===== config.mk =====
export PLATFORM = sky130hd
export DESIGN_NAME = addsub_chunked_flat
export DESIGN_NICKNAME = d
export VERILOG_FILES = /design/src/rtl/addsub_pkg.sv /design/src/rtl/addsub_chunked_if.sv /design/src/rtl/addsub_chunk_adder.sv /design/src/rtl/addsub_chunked.sv /design/src/flat_wrapper.sv
export SDC_FILE = /design/constraint.sdc
export NUM_CORES = 1
export LEC_CHECK = 0
export CAP_MARGIN = 20
export CORE_UTILIZATION = 55
export DETAILED_ROUTE_END_ITERATION = 7
export PLACE_DENSITY = 0.85
export SLEW_MARGIN = 20
export SYNTH_ARGS = -nofsm -noshare
export SYNTH_HDL_FRONTEND = slang
export SYNTH_HIERARCHICAL = 1
export SYNTH_SLANG_ARGS = --single-unit

===== constraint.sdc =====
create_clock -name clk -period 8.3 [get_ports clk]
set_clock_uncertainty 0.05 [all_clocks]
set_input_delay 1.66 -clock clk [delete_from_list [all_inputs] [get_ports clk]]
set_output_delay 1.66 -clock clk [all_outputs]
set_load 0.02 [all_outputs]

===== src/rtl/addsub_pkg.sv =====
// Shared types and sizing helpers for the chunked adder/subtractor.
// The optional saturation feature (macro ADDSUB_SAT_EN) lives in addsub_chunked.sv.
package addsub_pkg;

  typedef enum logic [1:0] {
    IDLE = 2'd0,
    RUN  = 2'd1,
    DONE = 2'd2
  } state_t;

  // Default geometry of the unit.
  localparam int DEF_WIDTH  = 16;
  localparam int DEF_CHUNK  = 4;

  // Number of chunks processed for a given operand width.
  function automatic int nchunk(input int width, input int chunk);
    return width / chunk;
  endfunction

  // Chunk index width; at least one bit so NCHUNK=1 still has a register.
  function automatic int idx_w(input int n);
    return (n > 1) ? $clog2(n) : 1;
  endfunction

  localparam int DEF_NCHUNK = nchunk(DEF_WIDTH, DEF_CHUNK);
  localparam int DEF_IDX_W  = idx_w(DEF_NCHUNK);

endpackage


===== src/rtl/addsub_chunked_if.sv =====
// Operand/result bundle of the chunked adder/subtractor.
// Both sides use valid/ready: a transfer happens on a rising clk edge where
// valid and ready are both 1; the producer holds its payload stable while
// valid=1 and ready=0.
interface addsub_chunked_if #(
  parameter int WIDTH = 16
);
  logic             in_valid;
  logic             in_ready;
  logic [WIDTH-1:0] a;
  logic [WIDTH-1:0] b;
  logic             sub;
  logic             out_valid;
  logic             out_ready;
  logic [WIDTH-1:0] result;
  logic             carry_out;
  logic             overflow;

  modport master (
    output in_valid, a, b, sub, out_ready,
    input  in_ready, out_valid, result, carry_out, overflow
  );

  modport slave (
    input  in_valid, a, b, sub, out_ready,
    output in_ready, out_valid, result, carry_out, overflow
  );
endinterface


===== src/rtl/addsub_chunk_adder.sv =====
// Combinational CHUNK-bit ripple adder. c_msb is the carry into the top bit,
// which together with cout gives signed overflow for the most significant chunk.
module addsub_chunk_adder #(
  parameter int CHUNK = 4
) (
  input  logic [CHUNK-1:0] a,
  input  logic [CHUNK-1:0] b,
  input  logic             cin,
  output logic [CHUNK-1:0] sum,
  output logic             cout,
  output logic             c_msb
);
  logic [CHUNK:0] c;

  // Bit-serial ripple through the chunk.
  always_comb begin
    c    = '0;
    sum  = '0;
    c[0] = cin;
    for (int i = 0; i < CHUNK; i++) begin
      sum[i]   = a[i] ^ b[i] ^ c[i];
      c[i+1]   = (a[i] & b[i]) | (a[i] & c[i]) | (b[i] & c[i]);
    end
  end

  assign cout  = c[CHUNK];
  assign c_msb = c[CHUNK-1];
endmodule


===== src/rtl/addsub_chunked.sv =====
// Multi-cycle two's-complement adder/subtractor, CHUNK bits per clock from the
// LSB chunk up. Subtraction stores ~b and seeds the carry with 1.
// Optional: define ADDSUB_SAT_EN to clamp the result on signed overflow.
module addsub_chunked
  import addsub_pkg::*;
#(
  parameter int WIDTH = DEF_WIDTH,
  parameter int CHUNK = DEF_CHUNK
) (
  input  logic   clk,
  input  logic   rst,
  addsub_chunked_if.slave bus,
  output state_t dbg_state
);
  localparam int NCHUNK = nchunk(WIDTH, CHUNK);
  localparam int IW     = idx_w(NCHUNK);
  localparam logic [IW-1:0] LAST = IW'(NCHUNK - 1);

  state_t           state, state_next;
  logic [WIDTH-1:0] a_q, b_q, res_q;
  logic             carry_q, cy_q, ov_q;
  logic [IW-1:0]    idx_q;
  logic [CHUNK-1:0] a_c, b_c, s_c;
  logic             cout_c, cmsb_c;
  logic             accept, last;

  assign accept = (state == IDLE) && bus.in_valid;
  assign last   = (state == RUN) && (idx_q == LAST);

  // Select the operand chunk currently being added.
  always_comb begin
    a_c = a_q[idx_q*CHUNK +: CHUNK];
    b_c = b_q[idx_q*CHUNK +: CHUNK];
  end

  addsub_chunk_adder #(.CHUNK(CHUNK)) u_adder (
    .a     (a_c),
    .b     (b_c),
    .cin   (carry_q),
    .sum   (s_c),
    .cout  (cout_c),
    .c_msb (cmsb_c)
  );

  // State register.
  always_ff @(posedge clk or posedge rst) begin
    if (rst) state <= IDLE;
    else     state <= state_next;
  end

  // Next-state decode: accept in IDLE, walk chunks in RUN, wait for consumer in DONE.
  always_comb begin
    state_next = state;
    case (state)
      IDLE:    if (bus.in_valid) state_next = RUN;
      RUN:     if (idx_q == LAST) state_next = DONE;
      DONE:    if (bus.out_ready) state_next = IDLE;
      default: state_next = IDLE;
    endcase
  end

  // Operand capture, per-chunk result write-back and final flag latch.
  always_ff @(posedge clk or posedge rst) begin
    if (rst) begin
      a_q     <= '0;
      b_q     <= '0;
      res_q   <= '0;
      carry_q <= 1'b0;
      cy_q    <= 1'b0;
      ov_q    <= 1'b0;
      idx_q   <= '0;
    end else if (accept) begin
      a_q     <= bus.a;
      b_q     <= bus.sub ? ~bus.b : bus.b;
      carry_q <= bus.sub;
      idx_q   <= '0;
    end else if (state == RUN) begin
      res_q[idx_q*CHUNK +: CHUNK] <= s_c;
      carry_q <= cout_c;
      idx_q   <= idx_q + 1'b1;
      if (last) begin
        cy_q <= cout_c;
        ov_q <= cout_c ^ cmsb_c;
`ifdef ADDSUB_SAT_EN
        // Clamp toward the sign of A; overriding the chunk write above.
        if (cout_c ^ cmsb_c)
          res_q <= a_q[WIDTH-1] ? {1'b1, {(WIDTH-1){1'b0}}}
                                : {1'b0, {(WIDTH-1){1'b1}}};
`endif
      end
    end
  end

  assign bus.in_ready  = (state == IDLE);
  assign bus.out_valid = (state == DONE);
  assign bus.result    = res_q;
  assign bus.carry_out = cy_q;
  assign bus.overflow  = ov_q;
  assign dbg_state     = state;
endmodule


===== src/flat_wrapper.sv =====
// flat-port wrapper written by rule: the top's interface ports become plain ports
module addsub_chunked_flat import addsub_pkg::*;
#(
  parameter int WIDTH = DEF_WIDTH,
  parameter int CHUNK = DEF_CHUNK
)
  (clk, rst, dbg_state, bus_in_valid, bus_a, bus_b, bus_sub, bus_out_ready, bus_in_ready, bus_out_valid, bus_result, bus_carry_out, bus_overflow);
  addsub_chunked_if #(.WIDTH(WIDTH)) bus_i ();
  input  logic clk;
  input  logic rst;
  output state_t dbg_state;
  input wire logic [$bits(bus_i.in_valid)-1:0] bus_in_valid;
  input wire logic [$bits(bus_i.a)-1:0] bus_a;
  input wire logic [$bits(bus_i.b)-1:0] bus_b;
  input wire logic [$bits(bus_i.sub)-1:0] bus_sub;
  input wire logic [$bits(bus_i.out_ready)-1:0] bus_out_ready;
  output wire logic [$bits(bus_i.in_ready)-1:0] bus_in_ready;
  output wire logic [$bits(bus_i.out_valid)-1:0] bus_out_valid;
  output wire logic [$bits(bus_i.result)-1:0] bus_result;
  output wire logic [$bits(bus_i.carry_out)-1:0] bus_carry_out;
  output wire logic [$bits(bus_i.overflow)-1:0] bus_overflow;
  assign bus_i.in_valid = bus_in_valid;
  assign bus_i.a = bus_a;
  assign bus_i.b = bus_b;
  assign bus_i.sub = bus_sub;
  assign bus_i.out_ready = bus_out_ready;
  assign bus_in_ready = bus_i.in_ready;
  assign bus_out_valid = bus_i.out_valid;
  assign bus_result = bus_i.result;
  assign bus_carry_out = bus_i.carry_out;
  assign bus_overflow = bus_i.overflow;
  addsub_chunked #(.WIDTH(WIDTH), .CHUNK(CHUNK)) u_core (.clk(clk), .rst(rst), .bus(bus_i), .dbg_state(dbg_state));
endmodule

==> results.md <==
* Post-synth top cells: dfrtp_1, nand2_1, a21oi_1, mux2_2, nor2_1
* Primary FF master, synth: dfrtp_1
* Layout area overhead at 24.26%
* Total core area at 4755 sq um
* Final worst path period share at 0.4275
* Post_cts resized at 0
* Max Used Layer: met4
* Startpoint Class: register
* Initial Util at 0.5771
* Total CTS buffers at 5
* Metal2 WL at 2423 um
* Vias at 1,823
* Mapped cell area at 2744 sq um
* Asr flop ratio synth at 1.000
* Die Wd at 72.63 um
* Hold Buf Count CTS at 0
* GRT overflow at 0
* Die Ht at 72.63 um
* Ranking of synthesized cells by area: dfrtp_1, mux2_2, mux4_1, xnor2_1, nand2_1
* CP max stage cell: dfrtp_1
* Syn nets at 283
* PwrDens at 402.8 nW/um^2
* Slew headroom at 0.3856
* RePlAce Congestion at 0.8270
* HP Class: reg -> reg
* Fin Setup TNS at 0 ns
* Synth Register Bits at 55
* Status: finished clean
* Vias in the first global route at 1,780
* Gr usage total at 0.2005
* Post-Syn Instances at 237
* Clock buffer depth at 2
* Area post-placement at 3336 sq um
* CTS clock-pin slew for the worst setup and hold paths at 0.09 ns
* Top cell type by total area after synthesis: dfrtp_1
* Endpoints failing hold at 0
* CTS root buf: clkbuf_8
* Avg Cell Area, Syn at 11.58 sq um
* Largest net degree at the start of global routing at 56
* Register area share after synthesis at 0.5016
* Yosys warning count at 6
* Clk Latency, worst-skew pair at 0.31 ns
* Initial antenna violation count at 0
* Count of final setup violators at 0
* Number of flops mapped to enable cells by yosys at 0
* Met3 wire length at 215 um
* DRT Pass-1 Iters at 4
* Final antenna-violating net count at 0
* Worst-path fanout max at 15
* RSZ-0062 raised after global routing: no
* Final Critical Period at 3.548 ns
* H-tree Lvls at 2
* IO Port Bufs at 58
* Post-CTS Setup Bufs at 0
* DR iter-0 viols at 101
* Num Clock Sinks at 55
* Count leader, synth: dfrtp_1
* Hold Path Depth at 2
* First-pass GRT wire length at 8024 um
* Met1 wire length at 2149 um
* Pleak at 1.408 nW
* Share of cells above drive strength 1 at 0.1107
* Largest stage delay on the critical path at 0.80 ns
* Max-slew violations at 0
* Share of the synthesized area in the top cell type at 0.5016
* Drt via density at 5.121
* CTS tree: yes
* Maximum vdd drop at 0.0002206 V
* Crit end category: register
* Residual DRC at 0
* Worst EP arrival at 3.73 ns
* Full die area at 5275 sq um
* Final #Nets at 336
* WHS at 0.4328 ns
* Max Cap Viol at 0
* Netlist cell types at 30
* # rows at 25
* Total wire length at 4832 um
* Crit Path Class: reg -> reg
* Post-DP HPWL at 3481 um
* Worst slew pin tran at 0.9205 ns
* Fin area at 3410 sq um
* DR WL/cell at 13.57 um
* Worst path cell trace: mux4_1, inv_1, fa_1, inv_1, fa_1, fa_1, inv_1, fa_1, inv_1, nand3_1, o21ai_0
* Reg2Reg Depth at 11
* I/O pin total at 59
* Diodes inserted at 0
* Peak Freq at 281.8 MHz
* Worst Path Required at 8.48 ns
[layout make-up]
type,count,area (sq um)
Clock buffer,6,72.57
Fill cell,360,1345
Inverter,14,53.80
Multi-Input combinational cell,155,1235
Sequential cell,55,1376
Tap cell,67,83.83
Timing Repair Buffer,59,588.1
[layer usage]
metal | global-route usage | vias to the layer above
li1 | - | 906
met1 | 0.2564 | 862
met2 | 0.3520 | 49
met3 | 0.04282 | 6
met4 | 0.04575 | 0
met5 | 0 | -
[worst max-delay path: cells and delay by family (launching register included)]
family | cells | cell delay, ns
AOI/OAI and AO/OA | 1 | 0.15
DFF | 1 | 0.80
muxes | 1 | 0.64
adders and majority gates | 4 | 1.38
buffers and inverters | 4 | 0.37
and+or+nand+nor | 1 | 0.09
[per-stage QoR]
stage | setup WS [ns] | total power [mW] | std cells | util
floorplan | 5.164 | 1.015 | 237 | -
global placement | 4.880 | 1.220 | 350 | 0.7016
detailed placement | 4.764 | 1.246 | 350 | 0.7016
CTS | 4.714 | 1.386 | 356 | 0.7168
global route | 4.535 | 1.476 | 356 | 0.7171
finish | 4.752 | 1.373 | 356 | 0.7171
[path summary, 6_finish.rpt]
path,startpoint,to,slack [ns]
max in group asynchronous,rst,u_core/b_q[3]$_DFFE_PP0P_,5.85
min,u_core/bus.result[10]$_DFFE_PP0P_,u_core/bus.result[10]$_DFFE_PP0P_,0.43
max reg2reg,u_core/idx_q[0]$_DFFE_PP0P_,u_core/bus.result[7]$_DFFE_PP0P_,4.75
min in group asynchronous,rst,u_core/bus.result[14]$_DFFE_PP0P_,1.79
min reg2reg,u_core/bus.result[10]$_DFFE_PP0P_,u_core/bus.result[10]$_DFFE_PP0P_,0.43
max,u_core/idx_q[0]$_DFFE_PP0P_,u_core/bus.result[7]$_DFFE_PP0P_,4.75
[kinds of logic (layout without fill, tap and decap cells)]
kind of cell | Yosys count | after routing | synth area share
AO/OA/AOI/OAI | 38 | 38 | 0.07159
XOR/XNOR | 17 | 17 | 0.05426
adder cells (fa/ha/maj) | 9 | 9 | 0.05198
buffers and inverters | 27 | 79 | 0.05061
flip-flops | 55 | 55 | 0.5016
multiplexers | 26 | 26 | 0.1477
AND/OR/NAND/NOR | 65 | 65 | 0.1222
[cell usage in the layout, fill, tap and decap left out, types with 2 or more instances in the layout]
| master | synthesis | final |
|---|---|---|
| clkdlybuf4s50_1 | 0 | 58 |
| dfrtp_1 | 55 | 55 |
| nand2_1 | 30 | 30 |
| nor2_1 | 18 | 18 |
| a21oi_1 | 18 | 18 |
| mux2_2 | 18 | 18 |
| xnor2_1 | 17 | 17 |
| inv_1 | 14 | 13 |
| o21ai_0 | 11 | 11 |
| o21ai_1 | 7 | 7 |
| mux4_1 | 6 | 6 |
| clkbuf_8 | 0 | 5 |
| ha_1 | 5 | 5 |
| nand3b_1 | 4 | 4 |
| nand3_1 | 4 | 4 |
| fa_1 | 4 | 4 |
| nor3b_4 | 1 | 2 |
| mux4_2 | 2 | 2 |
[state kept, by name, indices dropped and copies added (netlist names)]
signal and cells:
u_core/carry_q 1, u_core/dbg_state 2, u_core/idx_q 2, u_core/bus.overflow 1, u_core/bus.carry_out 1, u_core/b_q 16, u_core/a_q 16, u_core/bus.result 16
[power by group]
group / leakage, nW / switching (mW) / internal [mW]
logic: 0.703 / 0.394 / 0.353
clock network: 0.0371 / 0.0789 / 0.0565
registers: 0.668 / 0.100 / 0.390
Note: power is estimated with default switching activity, not from simulation.
